===== config.mk =====
export PLATFORM = sky130hd
export DESIGN_NAME = regfile_wb_arbiter
export DESIGN_NICKNAME = d
export VERILOG_FILES = /design/src/rtl/regfile_wb_arbiter_pkg.sv /design/src/rtl/wb_fifo.sv /design/src/rtl/regfile_wb_arbiter.sv
export SDC_FILE = /design/constraint.sdc
export NUM_CORES = 1
export LEC_CHECK = 0
export ABC_AREA = 1
export ABC_CLOCK_PERIOD_IN_PS = 3700
export CAP_MARGIN = 10
export CORE_MARGIN = 2
export CORE_UTILIZATION = 45
export DETAILED_ROUTE_END_ITERATION = 12
export PLACE_DENSITY_LB_ADDON = 0.15
export SYNTH_ARGS = -nofsm -noshare
export SYNTH_HDL_FRONTEND = slang
export SYNTH_SLANG_ARGS = --single-unit

===== constraint.sdc =====
create_clock -name clk -period 3.7 [get_ports clk]
set_input_delay 0.74 -clock clk [delete_from_list [all_inputs] [get_ports clk]]
set_output_delay 0.74 -clock clk [all_outputs]
set_load 0.005 [all_outputs]

===== src/rtl/regfile_wb_arbiter_pkg.sv =====
// rtl/regfile_wb_arbiter_pkg.sv - shared types and default widths for the writeback arbiter
//
// Purpose: holds the default width constants and the buffered-result entry type
// {addr, data} used by the writeback arbiter and its per-source FIFOs.
// Ports: none (package).
package regfile_wb_arbiter_pkg;

  localparam int DEF_DATA_WIDTH = 32;
  localparam int DEF_ADDR_WIDTH = 6;
  localparam int DEF_SOURCES    = 4;
  localparam int DEF_FIFO_DEPTH = 4;

  typedef struct packed {
    logic [DEF_ADDR_WIDTH-1:0] addr;
    logic [DEF_DATA_WIDTH-1:0] data;
  } wb_entry_t;

endpackage


===== src/rtl/wb_fifo.sv =====
// rtl/wb_fifo.sv - per-source result FIFO holding {addr, data} entries
//
// Purpose: small synchronous FIFO buffering one producer's results until the
// arbiter grants them. Head entry is visible combinationally.
// Ports:
//   clk, rst_n            clock, asynchronous active-low reset
//   flush                 synchronous clear; blocks push and pop that cycle
//   push, push_addr/data  write one entry (ignored when full)
//   pop                   remove head entry (ignored when empty)
//   full, empty           occupancy flags
//   head_addr, head_data  oldest entry
module wb_fifo
  import regfile_wb_arbiter_pkg::*;
#(
  parameter int ADDR_WIDTH = DEF_ADDR_WIDTH,
  parameter int DATA_WIDTH = DEF_DATA_WIDTH,
  parameter int DEPTH      = DEF_FIFO_DEPTH
) (
  input  logic                  clk,
  input  logic                  rst_n,
  input  logic                  flush,
  input  logic                  push,
  input  logic [ADDR_WIDTH-1:0] push_addr,
  input  logic [DATA_WIDTH-1:0] push_data,
  input  logic                  pop,
  output logic                  full,
  output logic                  empty,
  output logic [ADDR_WIDTH-1:0] head_addr,
  output logic [DATA_WIDTH-1:0] head_data
);

  localparam int PW = (DEPTH > 1) ? $clog2(DEPTH) : 1;
  localparam int CW = $clog2(DEPTH + 1);

  logic [ADDR_WIDTH-1:0] mem_addr [DEPTH];
  logic [DATA_WIDTH-1:0] mem_data [DEPTH];
  logic [PW-1:0]         wr_ptr;
  logic [PW-1:0]         rd_ptr;
  logic [CW-1:0]         count;
  logic                  do_push;
  logic                  do_pop;

  assign full      = (count == CW'(DEPTH));
  assign empty     = (count == '0);
  assign do_push   = push && !full && !flush;
  assign do_pop    = pop && !empty && !flush;
  assign head_addr = mem_addr[rd_ptr];
  assign head_data = mem_data[rd_ptr];

  // Storage needs no reset: only entries between the pointers are ever read.
  always_ff @(posedge clk) begin
    if (do_push) begin
      mem_addr[wr_ptr] <= push_addr;
      mem_data[wr_ptr] <= push_data;
    end
  end

  always_ff @(posedge clk or negedge rst_n) begin
    if (!rst_n) begin
      wr_ptr <= '0;
      rd_ptr <= '0;
      count  <= '0;
    end else if (flush) begin
      wr_ptr <= '0;
      rd_ptr <= '0;
      count  <= '0;
    end else begin
      if (do_push) wr_ptr <= (wr_ptr == PW'(DEPTH - 1)) ? '0 : wr_ptr + 1'b1;
      if (do_pop)  rd_ptr <= (rd_ptr == PW'(DEPTH - 1)) ? '0 : rd_ptr + 1'b1;
      case ({do_push, do_pop})
        2'b10:   count <= count + 1'b1;
        2'b01:   count <= count - 1'b1;
        default: count <= count;
      endcase
    end
  end

endmodule


===== src/rtl/regfile_wb_arbiter.sv =====
// rtl/regfile_wb_arbiter.sv - round-robin merge of result producers onto two register-file write ports
//
// Purpose: each producer pushes {addr, data} results into its own FIFO; every
// cycle the two oldest-in-rotation non-empty FIFOs are granted and their heads
// are registered onto write port 1 (grant A) and write port 2 (grant B).
// Ports:
//   clk, rst_n                           clock, asynchronous active-low reset
//   flush                                drop all buffered results
//   src_valid/src_addr/src_data/src_ready  per-source result handshake
//   write_En/Addr/Data                   write port 1 (grant A)
//   write_En_2/Addr_2/Data_2             write port 2 (grant B, later in rotation)
//   busy                                 any FIFO holds an entry
module regfile_wb_arbiter
  import regfile_wb_arbiter_pkg::*;
#(
  parameter int DATA_WIDTH = DEF_DATA_WIDTH,
  parameter int ADDR_WIDTH = DEF_ADDR_WIDTH,
  parameter int SOURCES    = DEF_SOURCES,
  parameter int FIFO_DEPTH = DEF_FIFO_DEPTH
) (
  input  logic                                clk,
  input  logic                                rst_n,
  input  logic                                flush,
  input  logic [SOURCES-1:0]                  src_valid,
  input  logic [SOURCES-1:0][ADDR_WIDTH-1:0]  src_addr,
  input  logic [SOURCES-1:0][DATA_WIDTH-1:0]  src_data,
  output logic [SOURCES-1:0]                  src_ready,
  output logic                                write_En,
  output logic [ADDR_WIDTH-1:0]               write_Addr,
  output logic [DATA_WIDTH-1:0]               write_Data,
  output logic                                write_En_2,
  output logic [ADDR_WIDTH-1:0]               write_Addr_2,
  output logic [DATA_WIDTH-1:0]               write_Data_2,
  output logic                                busy
);

  localparam int PW = $clog2(SOURCES);

  logic [SOURCES-1:0]    full;
  logic [SOURCES-1:0]    empty;
  logic [SOURCES-1:0]    push;
  logic [SOURCES-1:0]    pop;
  logic [ADDR_WIDTH-1:0] head_addr [SOURCES];
  logic [DATA_WIDTH-1:0] head_data [SOURCES];

  logic [PW-1:0] rr_ptr;
  logic [PW-1:0] rr_next;
  logic [PW-1:0] ga_idx;
  logic [PW-1:0] gb_idx;
  logic [PW-1:0] last_idx;
  logic [PW:0]   scan_sum;
  logic [PW-1:0] scan_idx;
  logic          ga_v;
  logic          gb_v;
  logic          a_wr;
  logic          b_wr;

  // Readiness depends only on the registered full flag, so a same-cycle pop
  // of a full FIFO cannot open it for a push.
  assign src_ready = ~full & {SOURCES{~flush}};
  assign push      = src_valid & src_ready;
  assign busy      = ~&empty;

  for (genvar i = 0; i < SOURCES; i++) begin : g_fifo
    wb_fifo #(
      .ADDR_WIDTH (ADDR_WIDTH),
      .DATA_WIDTH (DATA_WIDTH),
      .DEPTH      (FIFO_DEPTH)
    ) u_fifo (
      .clk       (clk),
      .rst_n     (rst_n),
      .flush     (flush),
      .push      (push[i]),
      .push_addr (src_addr[i]),
      .push_data (src_data[i]),
      .pop       (pop[i]),
      .full      (full[i]),
      .empty     (empty[i]),
      .head_addr (head_addr[i]),
      .head_data (head_data[i])
    );
  end

  // Circular scan from rr_ptr: first non-empty source is A, second is B.
  always_comb begin
    ga_v     = 1'b0;
    gb_v     = 1'b0;
    ga_idx   = '0;
    gb_idx   = '0;
    scan_sum = '0;
    scan_idx = '0;
    for (int k = 0; k < SOURCES; k++) begin
      scan_sum = {1'b0, rr_ptr} + (PW + 1)'(k);
      if (scan_sum >= (PW + 1)'(SOURCES)) scan_sum = scan_sum - (PW + 1)'(SOURCES);
      scan_idx = scan_sum[PW-1:0];
      if (!empty[scan_idx]) begin
        if (!ga_v) begin
          ga_v   = 1'b1;
          ga_idx = scan_idx;
        end else if (!gb_v) begin
          gb_v   = 1'b1;
          gb_idx = scan_idx;
        end
      end
    end
  end

  always_comb begin
    pop = '0;
    if (!flush) begin
      if (ga_v) pop[ga_idx] = 1'b1;
      if (gb_v) pop[gb_idx] = 1'b1;
    end
  end

  // Address 0 is a discard target: the grant is consumed but nothing is written.
  assign a_wr     = ga_v && (head_addr[ga_idx] != '0);
  assign b_wr     = gb_v && (head_addr[gb_idx] != '0);
  assign last_idx = gb_v ? gb_idx : ga_idx;
  assign rr_next  = (last_idx == PW'(SOURCES - 1)) ? '0 : last_idx + 1'b1;

  always_ff @(posedge clk or negedge rst_n) begin
    if (!rst_n) begin
      rr_ptr       <= '0;
      write_En     <= 1'b0;
      write_Addr   <= '0;
      write_Data   <= '0;
      write_En_2   <= 1'b0;
      write_Addr_2 <= '0;
      write_Data_2 <= '0;
    end else if (flush) begin
      write_En   <= 1'b0;
      write_En_2 <= 1'b0;
    end else begin
      write_En   <= a_wr;
      write_En_2 <= b_wr;
      // Address/data only move when the port actually writes.
      if (a_wr) begin
        write_Addr <= head_addr[ga_idx];
        write_Data <= head_data[ga_idx];
      end
      if (b_wr) begin
        write_Addr_2 <= head_addr[gb_idx];
        write_Data_2 <= head_data[gb_idx];
      end
      if (ga_v) rr_ptr <= rr_next;
    end
  end

endmodule


==> flow_summary.json <==
{
  "start_util": 0.456,
  "r2r_slack_ns": 0.36,
  "fin_crit_sh": 0.923,
  "finalCriticalPeriod_ns": 3.41,
  "wl_mm": 86.6,
  "syn_nets": 2806,
  "synth_edf_count": 608,
  "num_vias": 21200,
  "setup_viol_count_final": 0,
  "ys_warn_count": 0,
  "fp.dieH_um": 263,
  "synth_top_area_cell": "edfxtp_1",
  "slowest_stage": "clkdlybuf4s50_1",
  "power.density_nw_per_um2": 1010,
  "gp_congestion": 0.907,
  "path_max_fanout": 8,
  "drive_gt1_frac": 0.0859,
  "critPathKind": "primary input to primary output",
  "async_reset_ff_frac": 0.151,
  "post-place-ws_ns": 0.162,
  "worst_ep_required_time_ns": 2.96,
  "total_leakage_power_nw": 13.4,
  "rsz0062_at_grt": "false",
  "clk_path_buf_depth": 3,
  "hpwl_mm": 58.8,
  "hp-start": "write_Addr[5]$_DFFE_PN0P_",
  "vias_per_cell": 5.63,
  "cp_common_cell": "clkdlybuf4s50_1",
  "cap_violations": 0,
  "clk_pin_slew_worst_paths_ns": 0.06,
  "syn-mean-instance-area_sq_um": 11.5,
  "coreArea_sq_um": 66100,
  "ant_nets": 0,
  "dr.pass1.iters": 6,
  "synth_common_cells": "nand2_1, edfxtp_1, o21ai_0, nor2_1, nand3_1",
  "rows": 94,
  "tritoncts": "built",
  "worst_slew_pin_slew_ns": 0.709,
  "worst_slack_ns": 0.286,
  "overflow": 0,
  "io_pins": 242,
  "hold_class": "flop to flop",
  "drt_iter0_markers": 2198,
  "hold_viol": 0,
  "r2r-start": "rr_ptr[0]$_DFFE_PN0P_",
  "fin_skew_ns": 0.0292,
  "die_x_um": 263,
  "synth.most_common_cell": "nand2_1",
  "synthTopCellsByArea": "edfxtp_1, dfrtp_1, nand2_1, o21ai_0, nand3_1",
  "max_stage_delay_ns": 0.67,
  "synth_cell_types": 39,
  "dieArea_sq_um": 69100,
  "ctsHtreeMaxLevel": 3,
  "ys_seq_area_frac": 0.695,
  "drc": 0,
  "critical_path_arrival_ns": 2.67,
  "fmax_mhz": 293,
  "final.setup.tns_ns": 0,
  "critPathLaunchType": "primary input",
  "path_cells": "clkdlybuf4s50_1 -> a21oi_1 -> clkdlybuf4s50_1",
  "cp_top_family": "buffers and inverters",
  "area_growth_pct": 20.1,
  "synth_top_area_share": 0.606,
  "grt_max_degree": 91,
  "cts_buffers": 75,
  "crit_start": "flush",
  "antenna_found_initial": 3,
  "grt_pass1_vias": 19900,
  "syn-instance-count": 2624,
  "synth-seq-cells": 716,
  "worstSetupEndpointType": "primary output",
  "whs_ns": 0.483,
  "wl_per_cell_um": 22.9,
  "grt_pass1_wl_mm": 128,
  "crit_buf_inv": 2,
  "slew_violations": 0,
  "status": "complete, no violations",
  "slew_headroom": 0.527,
  "track_usage": 0.248,
  "port_buffers": 241,
  "synth_area_sq_um": 30100,
  "root_buffer": "clkbuf_16",
  "synth_flop_cell": "edfxtp_1",
  "clock-sinks": 716,
  "final_nets": 3029,
  "vdd_drop_max_mv": 0.991,
  "clk_latency_ns": 0.63
}
[state kept, by name, summed over array words and instances, names as in the netlist, 8 cells and up]
name and flops:
g_fifo.u_fifo.mem_data 512, g_fifo.u_fifo.mem_addr 96, write_Data 32, write_Data_2 32
g_fifo.u_fifo.count 12, g_fifo.u_fifo.rd_ptr 8, g_fifo.u_fifo.wr_ptr 8
[kinds of logic after synthesis]
kind of cell               synth area share
and+or+nand+nor                       0.146
DFF                                   0.695
AOI/OAI and AO/OA                     0.111
buffers and inverters                0.0352
adders and majority gates            0.0105
xor gates and xnor gates            0.00174
[cell type report]
| cell class | instances | area, sq um |
|---|---|---|
| Clock inverter | 46 | 457 |
| Fill cell | 5575 | 29900 |
| Multi-Input combinational cell | 1654 | 8280 |
| Timing Repair Buffer | 310 | 3110 |
| Inverter | 90 | 343 |
| Tap cell | 864 | 1080 |
| Antenna cell | 1 | 2.50 |
| Clock buffer | 93 | 1980 |
| Sequential cell | 716 | 21000 |
[placed cells by master, fill, tap and decap left out, drive strengths merged]
cell type,netlist,routed
a21oi,104,104
a22oi,3,3
a32o,76,76
a32oi,7,7
buf,41,69
bufinv,0,7
clkbuf,123,93
clkdlybuf4s50,0,240
clkinv,3,28
clkinvlp,0,8
dfrtp,108,108
diode,0,1
dlygate4sd3,0,1
edfxtp,608,608
fa,4,4
ha,19,19
inv,87,93
nand2,690,690
nand3,167,167
nand3b,6,6
nand4,1,1
nor2,210,210
nor3,1,1
o21ai,255,255
o21bai,1,1
o221ai,18,18
o22ai,83,83
o31ai,3,3
xnor2,3,3
xor2,3,3
[worst paths after layout]
| check | to | cells past startpoint |
|---|---|---|
| min in group asynchronous | write_Data_2[20]$_DFFE_PN0P_ | 2 |
| max in group asynchronous | g_fifo[1].u_fifo.rd_ptr[0]$_DFFE_PN0P_ | 3 |
| max reg2reg | g_fifo[0].u_fifo.count[2]$_DFFE_PN0P_ | 20 |
| max | src_ready[1] | 3 |
| min | write_Addr[5]$_DFFE_PN0P_ | 2 |
| min reg2reg | write_Addr[5]$_DFFE_PN0P_ | 2 |
[metrics by stage]
stage | util | cell area, sq um | total power [mW] | std cells
floorplan | - | 30100 | 22.6 | 2624
global placement | 0.510 | 33700 | 28.6 | 3630
detailed placement | 0.510 | 33700 | 28.8 | 3630
CTS | 0.547 | 36200 | 36.3 | 3770
global route | 0.548 | 36200 | 39.0 | 3774
finish | 0.548 | 36200 | 36.7 | 3774
[worst min-delay path, cell delays in order (launching register included)]
cell	delay, ns
dfrtp_1	0.34
nand2_1	0.06
nand2_1	0.05
[metal layers]
layer	up-vias	wire, um	GRT usage
met2	830	40100	0.386
met1	10500	37400	0.358
met3	114	6430	0.0406
li1	9833	-	-
met5	-	0	0
met4	0	2620	0.0814
[power breakdown]
group	internal, mW	total (mW)	switching [mW]
Clock	4.32	7.44	3.12
Combinational	5.98	18.3	12.4
Sequential	10.0	10.9	0.895
[what timing repair did]
action	4_1_cts	5_1_grt
endpoints found under the setup margin	0	56
gates resized for setup	0	9
buffers inserted	0	3
endpoints found under the hold margin	18	0
hold buffers	1	0
Note: power is estimated with default switching activity, not from simulation.
